<file path="src/rtl/ram_xfer_ctrl.sv">
// ram_xfer_ctrl: initiator-side master for a single-port synchronous RAM with
// registered read data. Executes one command at a time: single read, single
// write, block fill or forward block copy, handshaked through start/busy/done.
// Optional build macro RAMXFER_CHECKSUM_EN adds a running checksum output (csum)
// of every word written and every word captured by a single read.
module ram_xfer_ctrl #(
    parameter int unsigned ADDR_W = 6,
    parameter int unsigned DATA_W = 32
) (
    input  logic              clk,
    input  logic              reset_n,
    input  logic              start,
    input  logic [1:0]        op,
    input  logic [ADDR_W-1:0] src_addr,
    input  logic [ADDR_W-1:0] dst_addr,
    input  logic [ADDR_W:0]   len,
    input  logic [DATA_W-1:0] wdata,
    output logic              busy,
    output logic              done,
    output logic [DATA_W-1:0] rdata,
    output logic              m_cen,
    output logic              m_wen,
    output logic [ADDR_W-1:0] m_addr,
    output logic [DATA_W-1:0] m_din,
`ifdef RAMXFER_CHECKSUM_EN
    output logic [DATA_W-1:0] csum,
`endif
    input  logic [DATA_W-1:0] m_dout
);

    localparam logic [2:0] S_IDLE = 3'd0;
    localparam logic [2:0] S_RD   = 3'd1;
    localparam logic [2:0] S_CAP  = 3'd2;
    localparam logic [2:0] S_WR   = 3'd3;
    localparam logic [2:0] S_DONE = 3'd4;

    localparam logic [1:0] OP_READ  = 2'b00;
    localparam logic [1:0] OP_WRITE = 2'b01;
    localparam logic [1:0] OP_FILL  = 2'b10;
    localparam logic [1:0] OP_COPY  = 2'b11;

    localparam logic [ADDR_W:0] MAX_LEN = {1'b1, {ADDR_W{1'b0}}};
    localparam logic [ADDR_W:0] ONE     = {{ADDR_W{1'b0}}, 1'b1};

    logic [2:0]        state_q, state_d;
    logic [1:0]        op_q;
    logic [ADDR_W-1:0] src_q, dst_q;
    logic [ADDR_W:0]   len_q;
    logic [DATA_W-1:0] wdata_q;
    logic [ADDR_W:0]   idx_q;
    logic [DATA_W-1:0] rdata_q;

    logic [ADDR_W:0] len_sat;
    logic [ADDR_W:0] idx_nxt;
    logic            accept;

    assign len_sat = (len > MAX_LEN) ? MAX_LEN : len;
    assign idx_nxt = idx_q + ONE;
    assign accept  = (state_q == S_IDLE) && start;

    // Next-state decode; zero-length fill/copy goes straight to DONE without touching RAM
    always_comb begin
        state_d = state_q;
        case (state_q)
            S_IDLE: begin
                if (start) begin
                    unique case (op)
                        OP_READ:  state_d = S_RD;
                        OP_WRITE: state_d = S_WR;
                        OP_FILL:  state_d = (len_sat == '0) ? S_DONE : S_WR;
                        OP_COPY:  state_d = (len_sat == '0) ? S_DONE : S_RD;
                    endcase
                end
            end
            S_RD:   state_d = (op_q == OP_READ) ? S_CAP : S_WR;
            S_CAP:  state_d = S_DONE;
            S_WR: begin
                unique case (op_q)
                    OP_FILL:  state_d = (idx_nxt < len_q) ? S_WR : S_DONE;
                    OP_COPY:  state_d = (idx_nxt < len_q) ? S_RD : S_DONE;
                    default:  state_d = S_DONE;
                endcase
            end
            S_DONE: state_d = S_IDLE;
            default: state_d = S_IDLE;
        endcase
    end

    // State, latched command and word index; command is captured only on acceptance
    always_ff @(posedge clk or negedge reset_n) begin
        if (!reset_n) begin
            state_q <= S_IDLE;
            op_q    <= '0;
            src_q   <= '0;
            dst_q   <= '0;
            len_q   <= '0;
            wdata_q <= '0;
            idx_q   <= '0;
        end else begin
            state_q <= state_d;
            if (accept) begin
                op_q    <= op;
                src_q   <= src_addr;
                dst_q   <= dst_addr;
                len_q   <= len_sat;
                wdata_q <= wdata;
                idx_q   <= '0;
            end else if (state_q == S_WR) begin
                idx_q <= idx_nxt;
            end
        end
    end

    // Single-read result, held until the next read captures
    always_ff @(posedge clk or negedge reset_n) begin
        if (!reset_n) begin
            rdata_q <= '0;
        end else if (state_q == S_CAP) begin
            rdata_q <= m_dout;
        end
    end

    // Moore RAM strobes; copy writes pass the RAM's read data straight through
    always_comb begin
        m_cen  = 1'b0;
        m_wen  = 1'b0;
        m_addr = '0;
        m_din  = '0;
        if (state_q == S_RD) begin
            m_cen  = 1'b1;
            m_addr = src_q + idx_q[ADDR_W-1:0];
        end else if (state_q == S_WR) begin
            m_cen  = 1'b1;
            m_wen  = 1'b1;
            m_addr = dst_q + idx_q[ADDR_W-1:0];
            m_din  = (op_q == OP_COPY) ? m_dout : wdata_q;
        end
    end

    assign busy  = (state_q != S_IDLE);
    assign done  = (state_q == S_DONE);
    assign rdata = rdata_q;

`ifdef RAMXFER_CHECKSUM_EN
    logic [DATA_W-1:0] csum_q;

    // Modular sum of words written and words captured, restarted per command
    always_ff @(posedge clk or negedge reset_n) begin
        if (!reset_n) begin
            csum_q <= '0;
        end else if (accept) begin
            csum_q <= '0;
        end else if (state_q == S_WR) begin
            csum_q <= csum_q + m_din;
        end else if (state_q == S_CAP) begin
            csum_q <= csum_q + m_dout;
        end
    end

    assign csum = csum_q;
`endif

endmodule

</file>
<file path="config.mk">
export PLATFORM = sky130hd
export DESIGN_NAME = ram_xfer_ctrl
export DESIGN_NICKNAME = d
export VERILOG_FILES = /design/src/rtl/ram_xfer_ctrl.sv
export SDC_FILE = /design/constraint.sdc
export NUM_CORES = 1
export LEC_CHECK = 0
export CAP_MARGIN = 20
export CORE_ASPECT_RATIO = 0.9
export CORE_MARGIN = 2
export CORE_UTILIZATION = 46
export DETAILED_ROUTE_END_ITERATION = 7
export GPL_ROUTABILITY_DRIVEN = 0
export PLACE_DENSITY = 0.81
export SLEW_MARGIN = 20
export SYNTH_ARGS = -nofsm -noshare
export SYNTH_HDL_FRONTEND = slang
export SYNTH_SLANG_ARGS = --single-unit
</file>
<file path="constraint.sdc">
create_clock -name clk -period 2.95 [get_ports clk]
set_clock_uncertainty 0.1 [all_clocks]
set_input_delay 0.59 -clock clk [delete_from_list [all_inputs] [get_ports clk]]
set_output_delay 0.59 -clock clk [all_outputs]
set_load 0.005 [all_outputs]
</file>
==> flow_summary.json, run 1 <==
{
  "status": "finished, final reports clean",
  "routed-via-count": 4308,
  "setup_slack_of_the_critical_path_after_layout_ps": 71.63,
  "cts_buffers": 9,
  "yosys_register_bits": 95,
  "critPathCapture": "m_addr[4]",
  "fmax_mhz": 347.4,
  "post_place_cells": 813,
  "grt_pass1_wl_um": 21340,
  "synth_top_flop_cell": "dfrtp_1",
  "grt_overflow": 0,
  "slew-limit-headroom_pct": 67.09,
  "design.die.area_um2": 11310,
  "count_of_synthesis_stage_warnings_from_yosys": 0,
  "layout_worst_path_cycle_share_pct": 97.57,
  "portion_of_synthesized_cell_area_occupied_by_the_leading_cell_type_pct": 49.33,
  "drc_errors": 0,
  "clk_latency_ps": 340,
  "synth_largest_area_cell": "dfrtp_1",
  "buffer_ports.inserted": 161,
  "comb_power_share_pct": 44.2,
  "track_usage_pct": 23.74,
  "count_of_hold_fix_buffers_inserted_at_cts": 0,
  "syn-instance-count": 542,
  "timing.critical_path.from_type": "register",
  "cap_violations": 0,
  "power_frac_seq_pct": 37.8,
  "worstRegToRegCells": 11,
  "antenna_left": 0,
  "final_core_util_pct": 68.22,
  "pwr_density_cell_nw_per_um2": 868.0,
  "synth-edff-count": 0,
  "cts.reportedPaths.clkPinSlew_ps": 70,
  "worst_ep_arrival_time_ps": 2190,
  "fin_nets": 807,
  "power_switching_mw": 2.149,
  "vias_per_cell": 5.165,
  "finalSetupViolCount": 0,
  "postSynth.asyncResetShare_pct": 100.0,
  "ys_top_cells_by_area": "dfrtp_1 (49%), nand2_1 (18%), mux2_2 (5.8%), ha_1 (4.4%), a21oi_1 (4.4%)",
  "timing_worst_setup_path_type": "register to output port",
  "cellInternalPower_mw": 3.893,
  "fp.dieW_um": 111.9,
  "cellLeakagePower_nw": 3.209,
  "crit_fanout": 3,
  "coreArea_um2": 10200,
  "required_ps": 2260,
  "largest_net_degree_at_the_start_of_global_routing": 67,
  "maximum_vdd_drop_mv": 0.4580,
  "area_delta_synth_final_pct": 44.42,
  "mappedNetlistNets": 649,
  "first_global_vias": 4343,
  "instances_no_fill": 834,
  "worstSetupStartpoint": "idx_q[0]",
  "cts_num_sinks": 95,
  "power_frac_clock_pct": 18.0,
  "drt-initial-drc-count": 231,
  "die_h_um": 101.1,
  "synth_cell_types": 38,
  "routed_wire_length_per_instance_um": 16.17,
  "drv_slew": 0,
  "share_of_final_layout_standard_cells_stronger_than_drive_strength_1_pct": 10.92,
  "power.share.switching_pct": 35.56,
  "pre_cts_slack_ps": 60.19,
  "timing.reg2reg.setup_slack_ps": 410,
  "cts_tree": "built",
  "hpwlAfterDp_um": 9520,
  "synth_sequential_area_ratio_pct": 49.33,
  "avgSynthCellArea_um2": 8.892,
  "cts.path.max_buffers": 2,
  "detail_route.wirelength_um": 13490,
  "ctsHtreeMaxLevel": 3,
  "finalHoldViolations": 0,
  "drt_first_pass_iters": 4,
  "num_rows": 35,
  "worst_pin_slew_ps": 493.7,
  "initial_core_util_pct": 47.23,
  "worst_setup_path_end_kind": "output port",
  "totalNegativeSetupSlack_ps": 0,
  "clock_tree.root_cell": "clkbuf_16",
  "worstReg2RegEnd": "state_q[1]",
  "crit-reg2reg-launch": "idx_q[0]",
  "synth.cell_area_um2": 4820,
  "grt_antenna_before_repair": 0,
  "design.portCount": 162,
  "finalWorstPathRequiredPeriod_ps": 2878,
  "n_antenna_cell": 0,
  "holdCritPathClass": "input pin to async pin"
}
## worst max-delay path, cell delays in order, from the launching register on
cell and delay, ps:
dfrtp_2 450, ha_4 190, fa_2 370, a21o_1 200, a21oi_2 130, xor2_1 190
o22ai_1 110, clkdlybuf4s15_1 210
## per-layer routing
| metal | up-vias | GRT usage [%] | wire, um |
|---|---|---|---|
| met5 | - | 0 | 0 |
| met4 | 0 | 8.927 | 353 |
| met3 | 25 | 5.111 | 776 |
| met2 | 148 | 41.07 | 6733 |
| met1 | 2055 | 29.60 | 5623 |
| li1 | 2080 | - | - |
## timing repair
action                                  in CTS  in global routing
setup buffers                                3                  1
gates cloned                                 0                  1
pin swaps                                    2                  6
endpoints found under the setup margin       5                 34
resized for setup                           13                  8
## flip-flops by register name, indices dropped and copies added, names as in the netlist
register	flops
state_q	3
src_q	6
rdata	32
len_q	7
dst_q	6
op_q	2
wdata_q	32
idx_q	7
## cell usage in the layout (no fill, tap or decap), types with 3 or more instances in the layout
cell             synthesis  layout
nand2_1                225     224
clkdlybuf4s50_1          0     155
dfrtp_1                 95      92
a21oi_1                 42      39
mux2_2                  25      25
ha_1                    17      15
nor2_1                  12      12
o21ai_0                 12      12
inv_1                   11      11
xnor2_1                 10      10
clkbuf_16                0      10
buf_4                    6      10
xor2_1                   8       8
nand3_1                  7       7
mux2_1                   7       7
nand3b_1                 6       6
a21o_1                   4       4
clkinv_2                 0       4
dlygate4sd2_1            0       4
buf_12                   0       4
inv_2                    3       3
a21oi_2                  0       3
o22ai_1                  3       3
a31oi_1                  3       3
dfrtp_2                  0       3
## logic make-up after synthesis
family	share of synthesized area, %
flops	49.33
mux	7.892
simple gates	22.14
compound gates	8.152
xor+xnor	3.271
fa+ha+maj	5.244
buf+inv	3.972
## cells in the mapped netlist, types with 2 or more instances
cell type  number
a21oi_1        42
buf_2           9
ha_1           17
mux2_2         25
o22ai_1         3
o21ai_0        12
xnor2_1        10
nand2_1       225
clkbuf_1       13
mux2i_1         2
buf_4           6
and2_1          2
a31oi_1         3
a211oi_1        3
nor2_1         12
dfrtp_1        95
inv_1          11
nand3b_1        6
xor2_1          8
fa_1            2
a21o_1          4
mux2_1          7
o21bai_1        2
nand3_1         7
inv_2           3
## cell type report
| cell class | instances | area, um^2 |
|---|---|---|
| tap | 129 | 161.4 |
| fill | 829 | 3243 |
| sequential | 95 | 2381 |
| inverter | 14 | 52.55 |
| clock buffer | 10 | 239.0 |
| clock inverter | 6 | 36.28 |
| timing repair buffer | 175 | 1777 |
| multi-input combinational | 405 | 2313 |
## power by group through the flow
stage,logic (mW),clock network [mW],registers (mW)
final,2.67,1.09,2.28
after global routing,2.97,1.16,2.35
after CTS,2.66,1.12,2.27
after detailed placement,2.62,0,2.29
after global placement,2.54,0,2.25
after floorplan,1.45,0,2.21
## through the flow
step	power (mW)	hold slack (ps)	instance area, um^2
finish	6.042	66.70	6960
detailed placement	4.906	362.6	6573
floorplan	3.662	194.4	4820
global placement	4.786	358.1	6573
global route	6.487	91.71	6960
CTS	6.046	76.87	6902
## worst min-delay path by stage
stage | from | endpoint | slack, ps
after global routing | reset_n | wdata_q[9] | 90
after CTS | reset_n | rdata[10] | 80
after detailed placement | wdata_q[10] | wdata_q[10] | 360
after floorplan | reset_n | dst_q[0] | 190
final | reset_n | rdata[10] | 70
after global placement | wdata_q[9] | wdata_q[9] | 360
Power figures use the tool's default switching activity.
==> run 2: changes to the inputs <==
- RECOVER_POWER: unset -> 100
==> run 2 against run 1 <==
Against the previous run: the run now ends with max-capacitance violations, max-slew violations left; final area is 0.90% lower; die area is the same; final cell count is the same.
==> flow_summary.json, run 2 (same netlist as run 1, synthesis figures left out) <==
{
  "status": "complete, but fails checks",
  "failed_checks": "max-capacitance violations, max-slew violations",
  "cts_tree": "built",
  "fin_nets": 807,
  "count_of_hold_fix_buffers_inserted_at_cts": 0,
  "antenna_left": 0,
  "worstRegToRegCells": 11,
  "totalNegativeSetupSlack_ps": 0,
  "routed_wire_length_per_instance_um": 16.22,
  "clk_latency_ps": 340,
  "crit_fanout": 3,
  "hpwlAfterDp_um": 9520,
  "finalWorstPathRequiredPeriod_ps": 2874,
  "required_ps": 2260,
  "timing.critical_path.from_type": "register",
  "drt_first_pass_iters": 4,
  "largest_net_degree_at_the_start_of_global_routing": 67,
  "vias_per_cell": 5.199,
  "fmax_mhz": 348.0,
  "layout_worst_path_cycle_share_pct": 97.42,
  "instances_no_fill": 834,
  "crit-reg2reg-launch": "idx_q[0]",
  "n_fill_cell": 838,
  "buffer_ports.inserted": 161,
  "holdCritPathClass": "register to register",
  "drc_errors": 0,
  "cap_violations": 1,
  "cp_cell_sequence": "ha_4, fa_2, a21o_1, a21oi_2, xor2_1, o22ai_1, clkdlybuf4s15_1",
  "cts.reportedPaths.clkPinSlew_ps": 70,
  "drt-initial-drc-count": 216,
  "finalSetupViolCount": 0,
  "n_antenna_cell": 0,
  "critical-path-top-delay-family": "adder cells",
  "fp.dieW_um": 111.9,
  "worst_setup_path_end_kind": "output port",
  "cts_buffers": 9,
  "share_of_final_layout_standard_cells_stronger_than_drive_strength_1_pct": 9.504,
  "coreArea_um2": 10200,
  "post_place_cells": 813,
  "drv_slew": 30,
  "maximum_vdd_drop_mv": 0.4547,
  "worst_pin_slew_ps": 1664,
  "most-common-layout-cells": "nand2_1 (225), clkdlybuf4s50_1 (119), dfrtp_1 (94)",
  "clock_tree.root_cell": "clkbuf_16",
  "design.die.area_um2": 11310,
  "path_depth": 7,
  "routed-via-count": 4336,
  "cp.buffers_inverters": 1,
  "finalHoldViolations": 0,
  "design.portCount": 162,
  "slew-limit-headroom_pct": -10.90,
  "worst_ep_arrival_time_ps": 2180,
  "worstHoldStart": "wdata_q[30]",
  "multi_input_comb_area_um2": 2293,
  "pwr_density_cell_nw_per_um2": 853.8,
  "die_h_um": 101.1,
  "layout.cells.most_common": "nand2_1",
  "num_rows": 35,
  "pre_cts_slack_ps": 60.19,
  "ctsHtreeMaxLevel": 3,
  "worstReg2RegEnd": "state_q[1]",
  "critPathSlowestCell": "dfrtp_2",
  "cts.path.max_buffers": 2,
  "setup_slack_of_the_critical_path_after_layout_ps": 76.10,
  "grt_antenna_before_repair": 0,
  "first_global_vias": 4343,
  "initial_core_util_pct": 47.23,
  "worstSetupStartpoint": "idx_q[0]",
  "critPathCapture": "m_addr[4]",
  "area_delta_synth_final_pct": 43.12,
  "cts_num_sinks": 95,
  "timing_worst_setup_path_type": "register to output port",
  "cellLeakagePower_nw": 3.209,
  "timing.hold.ws_ps": 380.4,
  "grt_pass1_wl_um": 21340,
  "timing.reg2reg.setup_slack_ps": 240,
  "detail_route.wirelength_um": 13530,
  "grt_setup_unrepaired": "no",
  "register_area_um2": 2379,
  "critical_path.max_stage_delay_ps": 440,
  "track_usage_pct": 23.74,
  "grt_overflow": 0
}
==> run 2: cell count changes in the layout (fill, tap and decap cells not counted), sizes merged <==
cell | previous run | this run
clkdlybuf4s50 | 155 | 119
dlygate4sd3 | 0 | 36
buf | 14 | 8
clkbuf | 11 | 17
==> run 2: worst register-to-register path, stage by stage (launching register included) <==
cell,delay (ps)
dfrtp_2,410
clkbuf_4,140
clkbuf_1,240
ha_1,280
nand3_1,110
xnor2_1,230
ha_1,290
a211oi_1,200
o21ai_0,110
a21oi_1,240
nand2_1,110
o22ai_1,160
==> run 2: where the power goes <==
part           internal (mW)  leakage (nW)  switching [mW]
clock                  0.590         0.138           0.501
sequential              1.90          1.18           0.359
combinational           1.27          1.90            1.26
total                   3.76          3.21            2.12
==> run 2: layout make-up <==
| cell class | instances | area share [%] |
|---|---|---|
| clock inverters | 6 | 0.5260 |
| flip-flops and latches | 95 | 34.48 |
| clock buffers | 10 | 3.465 |
| multi-input cells | 405 | 33.25 |
| inverters | 14 | 0.7618 |
| repair buffers | 175 | 25.18 |
| well taps | 129 | 2.340 |
==> run 2: stage by stage <==
| step | area (um^2) | total power, mW | utilization (%) |
|---|---|---|---|
| floorplan | 4820 | 3.662 | - |
| global placement | 6573 | 4.786 | 64.41 |
| detailed placement | 6573 | 4.906 | 64.41 |
| CTS | 6902 | 6.046 | 67.64 |
| global route | 6898 | 6.330 | 67.60 |
| finish | 6898 | 5.889 | 67.60 |
==> run 2: timing repair <==
action	4_1_cts	5_1_grt
buffers inserted	3	1
gates cloned	0	1
setup endpoints to repair	5	34
gates resized for setup	13	8
pin swaps	2	6
endpoints found under the hold margin	0	0
==> run 2: worst min path at each step <==
stage / to / cells after the start / slack (ps)
after CTS: rdata[10] / 1 / 80
after global routing: wdata_q[30] / 2 / 400
after detailed placement: wdata_q[10] / 2 / 360
after global placement: wdata_q[9] / 2 / 360
after floorplan: dst_q[0] / 0 / 190
final: wdata_q[30] / 2 / 380
==> run 2: routing by layer <==
layer / global-route usage [%] / up-vias / share of wire, %
met3: 5.111 / 23 / 5.5
met5: 0 / - / 0
li1: - / 2081 / -
met4: 8.927 / 0 / 2.4
met1: 29.60 / 2088 / 42
met2: 41.07 / 144 / 50
